### config.mk
export PLATFORM = sky130hd
export DESIGN_NAME = pdm_decimator
export DESIGN_NICKNAME = d
export VERILOG_FILES = /design/src/rtl/pdm_pkg.sv /design/src/rtl/cic_integrator.sv /design/src/rtl/pdm_decimator.sv
export SDC_FILE = /design/constraint.sdc
export NUM_CORES = 1
export LEC_CHECK = 0
export CORE_UTILIZATION = 45
export DETAILED_ROUTE_END_ITERATION = 10
export GPL_ROUTABILITY_DRIVEN = 0
export PLACE_DENSITY = 0.71
export SETUP_SLACK_MARGIN = 0.2
export SLEW_MARGIN = 20
export SYNTH_ARGS = -nofsm -noshare
export SYNTH_HDL_FRONTEND = slang
export SYNTH_SLANG_ARGS = --single-unit
### constraint.sdc
create_clock -name clk -period 5.45 [get_ports clk]
set_clock_uncertainty 0.2 [all_clocks]
set_input_delay 1.09 -clock clk [delete_from_list [all_inputs] [get_ports clk]]
set_output_delay 1.09 -clock clk [all_outputs]
set_load 0.02 [all_outputs]
### src/rtl/pdm_pkg.sv
// Shared PDM constants and width helpers, used by both the modulator and the decimator
// so that their width checks agree.
package pdm_pkg;

    localparam int CIC_ORDER = 3;

    function automatic int clog2(input int value);
        int result;
        result = 0;
        for (int v = value - 1; v > 0; v = v >> 1) begin
            result = result + 1;
        end
        return result;
    endfunction

    // One guard bit above the worst-case CIC gain of DECIMATION**CIC_ORDER.
    function automatic int acc_width(input int decimation);
        return CIC_ORDER * clog2(decimation) + 1;
    endfunction

    function automatic bit is_pow2(input int value);
        return (value > 0) && ((value & (value - 1)) == 0);
    endfunction

endpackage

### src/rtl/cic_integrator.sv
// Enabled wrap-around accumulator: one integrator stage of the CIC chain.
module cic_integrator
    import pdm_pkg::*;
#(
    parameter int ACC_W = 13
) (
    input  logic             clk,
    input  logic             reset_n,
    input  logic             en,
    input  logic [ACC_W-1:0] din,
    output logic [ACC_W-1:0] acc
);

    logic [ACC_W-1:0] acc_q;
    logic [ACC_W-1:0] acc_d;

    always_comb begin
        acc_d = acc_q;
        if (en) begin
            acc_d = acc_q + din;
        end
    end

    always_ff @(posedge clk or negedge reset_n) begin
        if (!reset_n) begin
            acc_q <= '0;
        end else begin
            acc_q <= acc_d;
        end
    end

    assign acc = acc_q;

endmodule

### src/rtl/pdm_decimator.sv
// 1-bit PDM to unsigned PCM: 3rd-order CIC decimator, saturating rescale and a
// single-entry valid/ready output buffer that reports overwritten samples.
module pdm_decimator
    import pdm_pkg::*;
#(
    parameter int OUTPUT_WIDTH = 8,
    parameter int DECIMATION   = 16
) (
    input  logic                    clk,
    input  logic                    reset_n,
    input  logic                    pdm_in,
    input  logic                    pdm_valid,
    output logic [OUTPUT_WIDTH-1:0] sample,
    output logic                    sample_valid,
    input  logic                    sample_ready,
    output logic                    overrun
);

    localparam int LOG2_D = clog2(DECIMATION);
    localparam int ACC_W  = acc_width(DECIMATION);
    localparam int SHIFT  = CIC_ORDER * LOG2_D - OUTPUT_WIDTH;
    localparam int CNT_W  = (LOG2_D < 1) ? 1 : LOG2_D;

    if (!is_pow2(DECIMATION) || (DECIMATION < 2) || (SHIFT < 0)) begin : g_param_check
        $error("pdm_decimator: DECIMATION must be a power of two >= 2 with 3*log2(DECIMATION) >= OUTPUT_WIDTH");
    end

    logic [ACC_W-1:0] i1;
    logic [ACC_W-1:0] i2;
    logic [ACC_W-1:0] i3;

    cic_integrator #(.ACC_W(ACC_W)) u_int1 (
        .clk     (clk),
        .reset_n (reset_n),
        .en      (pdm_valid),
        .din     (ACC_W'(pdm_in)),
        .acc     (i1)
    );

    cic_integrator #(.ACC_W(ACC_W)) u_int2 (
        .clk     (clk),
        .reset_n (reset_n),
        .en      (pdm_valid),
        .din     (i1),
        .acc     (i2)
    );

    cic_integrator #(.ACC_W(ACC_W)) u_int3 (
        .clk     (clk),
        .reset_n (reset_n),
        .en      (pdm_valid),
        .din     (i2),
        .acc     (i3)
    );

    logic [CNT_W-1:0]        cnt_q, cnt_d;
    logic [1:0]              warm_q, warm_d;
    logic [ACC_W-1:0]        d1_q, d1_d;
    logic [ACC_W-1:0]        d2_q, d2_d;
    logic [ACC_W-1:0]        d3_q, d3_d;
    logic [OUTPUT_WIDTH-1:0] sample_q, sample_d;
    logic                    valid_q, valid_d;
    logic                    overrun_q, overrun_d;

    logic                    tick;
    logic                    warm_done;
    logic                    load;
    logic                    consume;
    logic [ACC_W-1:0]        c1, c2, c3;
    logic [ACC_W-1:0]        shifted;
    logic [OUTPUT_WIDTH-1:0] scaled;

    always_comb begin
        tick      = pdm_valid && (cnt_q == CNT_W'(DECIMATION - 1));
        warm_done = (warm_q == 2'd3);
        load      = tick && warm_done;
        consume   = valid_q && sample_ready;

        c1 = i3 - d1_q;
        c2 = c1 - d2_q;
        c3 = c2 - d3_q;

        // Full-scale DC lands one bit above the output range; clamp instead of wrapping.
        shifted = c3 >> SHIFT;
        scaled  = (|shifted[ACC_W-1:OUTPUT_WIDTH]) ? {OUTPUT_WIDTH{1'b1}}
                                                   : shifted[OUTPUT_WIDTH-1:0];

        cnt_d     = cnt_q;
        warm_d    = warm_q;
        d1_d      = d1_q;
        d2_d      = d2_q;
        d3_d      = d3_q;
        sample_d  = sample_q;
        valid_d   = valid_q;
        overrun_d = 1'b0;

        if (pdm_valid) begin
            cnt_d = tick ? '0 : cnt_q + 1'b1;
        end

        if (tick) begin
            d1_d = i3;
            d2_d = c1;
            d3_d = c2;
            if (!warm_done) begin
                warm_d = warm_q + 2'd1;
            end
        end

        if (load) begin
            sample_d  = scaled;
            valid_d   = 1'b1;
            overrun_d = valid_q && !consume;
        end else if (consume) begin
            valid_d = 1'b0;
        end
    end

    always_ff @(posedge clk or negedge reset_n) begin
        if (!reset_n) begin
            cnt_q     <= '0;
            warm_q    <= '0;
            d1_q      <= '0;
            d2_q      <= '0;
            d3_q      <= '0;
            sample_q  <= '0;
            valid_q   <= 1'b0;
            overrun_q <= 1'b0;
        end else begin
            cnt_q     <= cnt_d;
            warm_q    <= warm_d;
            d1_q      <= d1_d;
            d2_q      <= d2_d;
            d3_q      <= d3_d;
            sample_q  <= sample_d;
            valid_q   <= valid_d;
            overrun_q <= overrun_d;
        end
    end

    assign sample       = sample_q;
    assign sample_valid = valid_q;
    assign overrun      = overrun_q;

endmodule

==> impl_metrics.tcl <==
set metrics [dict create \
    post-route-min-period_ns 4.97 \
    critPathMostFrequentCell "sky130_fd_sc_hd__ha_1" \
    post_cts_resize_count 0 \
    critical_path.max_fanout 7 \
    setup_violations 0 \
    grt_overflow 0 \
    rr_endpoint "sample[0]$_DFFE_PN0P_" \
    floorplan.rows 42 \
    slew_headroom_pct 39.5 \
    number_of_antenna_violations_at_the_first_check_in_global_routing 0 \
    final.fill_count 1223 \
    cts_root_buf "sky130_fd_sc_hd__clkbuf_16" \
    timing.final.crit_share_pct 91.3 \
    design.die.area_sq_mm 0.0141 \
    yosys_warnings 0 \
    worst_reg2reg_startpoint "u_int3.acc[0]$_DFFE_PN0P_" \
    post_route_cells_drive_above_1_share_pct 8.93 \
    crit_type "reg -> reg" \
    drtAntennaViolNets 0 \
    drt_iter0_drc 149 \
    whs_path_depth 1 \
    dr_total_vias 4459 \
    slew_viol_final 0 \
    cts_tree "done" \
    tightest_slew_ns 0.907 \
    hold_start "u_int1.acc[12]$_DFFE_PN0P_" \
    synth_cell_type_count 54 \
    first_pass_grt_wire_length_microns 20000 \
    place_worst_setup_slack_ns 0.391 \
    reg2reg_setup_slack_ns 0.48 \
    cts_made_buffers 9 \
    detailed_place_hpwl_microns 8220 \
    max-clock-path-buffers 2 \
    worst-endpoint-required_ns 5.53 \
    grt_max_degree 71 \
    postSynthAreaPerCell_sq_um 9.62 \
    cp-end-kind "flip-flop" \
    antenna_cells_inserted 0 \
    remaining_drc_errors 0 \
    cpPeakStageDelay_ns 0.49 \
    number_of_enable_type_register_cells_in_the_synthesized_netlist 0 \
    yosysSeqAreaShare_pct 38.3 \
    cp.buffers_inverters 1 \
    worst_ep_arrival_time_ns 5.06 \
    portBuffers 14 \
    number_of_iterations_in_the_first_detailed_routing_pass 4 \
    drv.max_cap_violation_count 0 \
    start_util_pct 46.2 \
    area_overhead_of_the_layout_relative_to_synthesis_pct 10.1 \
    dieWidth_microns 119 \
    multiInputGateArea_sq_mm 0.00356 \
    place_inst 821 \
    per_cell_routed_wire_length_microns 13.2 \
    timing.critical_path.slowest_stage_cell "sky130_fd_sc_hd__xnor3_2" \
    nNetsFinal 728 \
    post_synthesis_net_count 711 \
    fp.dieH_microns 119 \
    finalHoldWorstSlack_ns 0.280 \
    post-cts-setup-buffer-count 0 \
    crit_family "compound AO/OA/AOI/OAI gates" \
    synthArstFlopShare_pct 100 \
    crit_chain "inv_1, ha_1, fa_1, nor2b_1, o21a_1, nor2_1, xnor2_1, ha_1, o21a_1, o31ai_2, a21boi_2, ha_1, a21o_1, a2111o_1, a41oi_2, nor3_2, o41ai_2, xnor3_2, nand2_4, o22a_1" \
    timing.reg2reg.worst_path_depth 20 \
    min-delay-path-class "reg -> reg" \
    syn_inst_count 639 \
    setup.worst_path.start_class "flip-flop" \
    register_area_sq_mm 0.00235 \
    hold_violation_count_in_the_final_report 0 \
    fmax_ghz 0.201 \
    placeable_core_area_sq_mm 0.0133 \
    tns_ns 0 \
    clock_insertion_delay_worst_skew_ns 0.35 \
    ios 15 \
    route.detailed.vias_per_inst 5.33 \
    min_delay_worst_endpoint "u_int1.acc[12]$_DFFE_PN0P_" \
    first_global_vias 4512 \
    fin_cells 837 \
    clk_pin_slew_ns 0.06 \
    post_synth_instance_area_sq_mm 0.00614 \
    dominantRegCellSynth "sky130_fd_sc_hd__dfrtp_1" \
    rsz_0062_raised_after_global_routing "no" \
    fin_ws_ns 0.477 \
    run_status "complete, no violations" \
    post_cts_hold_buffer_count 0 \
    grt_util_all_layers_pct 17.5 \
    synth-seq-cells 94 \
    clock_sink_count 94 \
    number_of_h_tree_levels 3 \
    drt-total-wl_microns 11000 \
]
==> layout by cell type (no fill, tap or decap), types with 3 or more instances in the layout <==
cell	Yosys	final
sky130_fd_sc_hd__nand3_1	13	13
sky130_fd_sc_hd__mux2i_1	4	4
sky130_fd_sc_hd__nor3_1	15	15
sky130_fd_sc_hd__a21oi_1	32	32
sky130_fd_sc_hd__and3_1	6	6
sky130_fd_sc_hd__fa_1	4	4
sky130_fd_sc_hd__nor2b_1	8	8
sky130_fd_sc_hd__nand2_1	73	73
sky130_fd_sc_hd__xnor2_1	39	39
sky130_fd_sc_hd__o22a_1	7	7
sky130_fd_sc_hd__buf_4	1	5
sky130_fd_sc_hd__clkbuf_16	0	9
sky130_fd_sc_hd__ha_1	63	63
sky130_fd_sc_hd__nand2b_1	8	8
sky130_fd_sc_hd__a21o_1	7	7
sky130_fd_sc_hd__dfrtp_1	94	94
sky130_fd_sc_hd__o21ai_1	11	11
sky130_fd_sc_hd__clkdlybuf4s50_1	0	13
sky130_fd_sc_hd__nor2_1	34	33
sky130_fd_sc_hd__o21a_1	7	7
sky130_fd_sc_hd__nand4_1	8	8
sky130_fd_sc_hd__and2_1	3	3
sky130_fd_sc_hd__o21ai_0	46	46
sky130_fd_sc_hd__or3_1	5	5
sky130_fd_sc_hd__a41oi_1	4	4
sky130_fd_sc_hd__o21bai_1	3	3
sky130_fd_sc_hd__inv_1	52	52
sky130_fd_sc_hd__mux2_2	28	28
sky130_fd_sc_hd__clkbuf_1	9	3
sky130_fd_sc_hd__xor2_1	23	23
==> state kept, by name, summed over array words and instances (netlist names) <==
signal and cells:
cnt_q 4, sample 8, d2_q 13, d1_q 13, overrun 1, d3_q 13, warm_q 2, u_int2.acc 13
sample_valid 1, u_int3.acc 13, u_int1.acc 13
==> logic make-up after synthesis <==
group / after synthesis / share of synthesized area, %
AND/OR/NAND/NOR: 178 / 13.3
multiplexers: 32 / 5.78
flip-flops: 94 / 38.3
XOR/XNOR: 65 / 10.0
AO/OA/AOI/OAI: 139 / 14.5
buffers and inverters: 64 / 3.97
adder cells (fa/ha/maj): 67 / 14.1
==> cell usage after synthesis (11+ instances only) <==
library cell              number  area share, %
sky130_fd_sc_hd__nand2_1      73            4.5
sky130_fd_sc_hd__inv_1        52            3.2
sky130_fd_sc_hd__mux2_2       28            5.1
sky130_fd_sc_hd__dfrtp_1      94             38
sky130_fd_sc_hd__xor2_1       23            3.3
sky130_fd_sc_hd__nor3_1       15            1.2
sky130_fd_sc_hd__nor2_1       34            2.1
sky130_fd_sc_hd__a21oi_1      32            2.6
sky130_fd_sc_hd__xnor2_1      39            5.6
sky130_fd_sc_hd__ha_1         63             13
sky130_fd_sc_hd__nand3_1      13            1.1
sky130_fd_sc_hd__o21ai_0      46            3.7
sky130_fd_sc_hd__o21ai_1      11           0.90
==> through the flow <==
step           cell area (sq um)  util [%]
5_1_grt                     6770      50.9
2_1_floorplan               6140         -
3_3_place_gp                6490      48.8
4_1_cts                     6760      50.9
6_report                    6770      50.9
3_5_place_dp                6490      48.8
==> layout make-up <==
| class | count | area share [%] |
|---|---|---|
| tap | 176 | 3.26 |
| inverter | 52 | 2.89 |
| timing repair buffer | 18 | 2.48 |
| clock buffer | 13 | 3.70 |
| clock inverter | 3 | 0.296 |
| sequential | 94 | 34.8 |
| multi-input combinational | 481 | 52.6 |
==> layer usage <==
metal	GRT usage (%)	vias to the layer above	part of all wire, %
met5	0	-	0
met4	6.49	0	1.7
met3	3.69	18	2.6
met2	31.1	44	50
met1	20.6	2145	46
li1	-	2252	-
==> worst max-delay path by stage <==
stage                             to  depth (start not counted)                 startpoint  slack [ns]
3_5_place_dp   sample[4]$_DFFE_PN0P_                         20  u_int3.acc[0]$_DFFE_PN0P_        0.39
4_1_cts        sample[0]$_DFFE_PN0P_                         20  u_int3.acc[0]$_DFFE_PN0P_        0.37
3_3_place_gp   sample[5]$_DFFE_PN0P_                         20  u_int3.acc[0]$_DFFE_PN0P_        0.59
5_1_grt        sample[0]$_DFFE_PN0P_                         20  u_int3.acc[0]$_DFFE_PN0P_        0.21
6_report       sample[0]$_DFFE_PN0P_                         20  u_int3.acc[0]$_DFFE_PN0P_        0.48
2_1_floorplan  sample[0]$_DFFE_PN0P_                         19        d1_q[1]$_DFFE_PN0P_        0.83
Power is not shown: default switching activity piles up to over one toggle a cycle in this logic, so the estimate is an artifact.
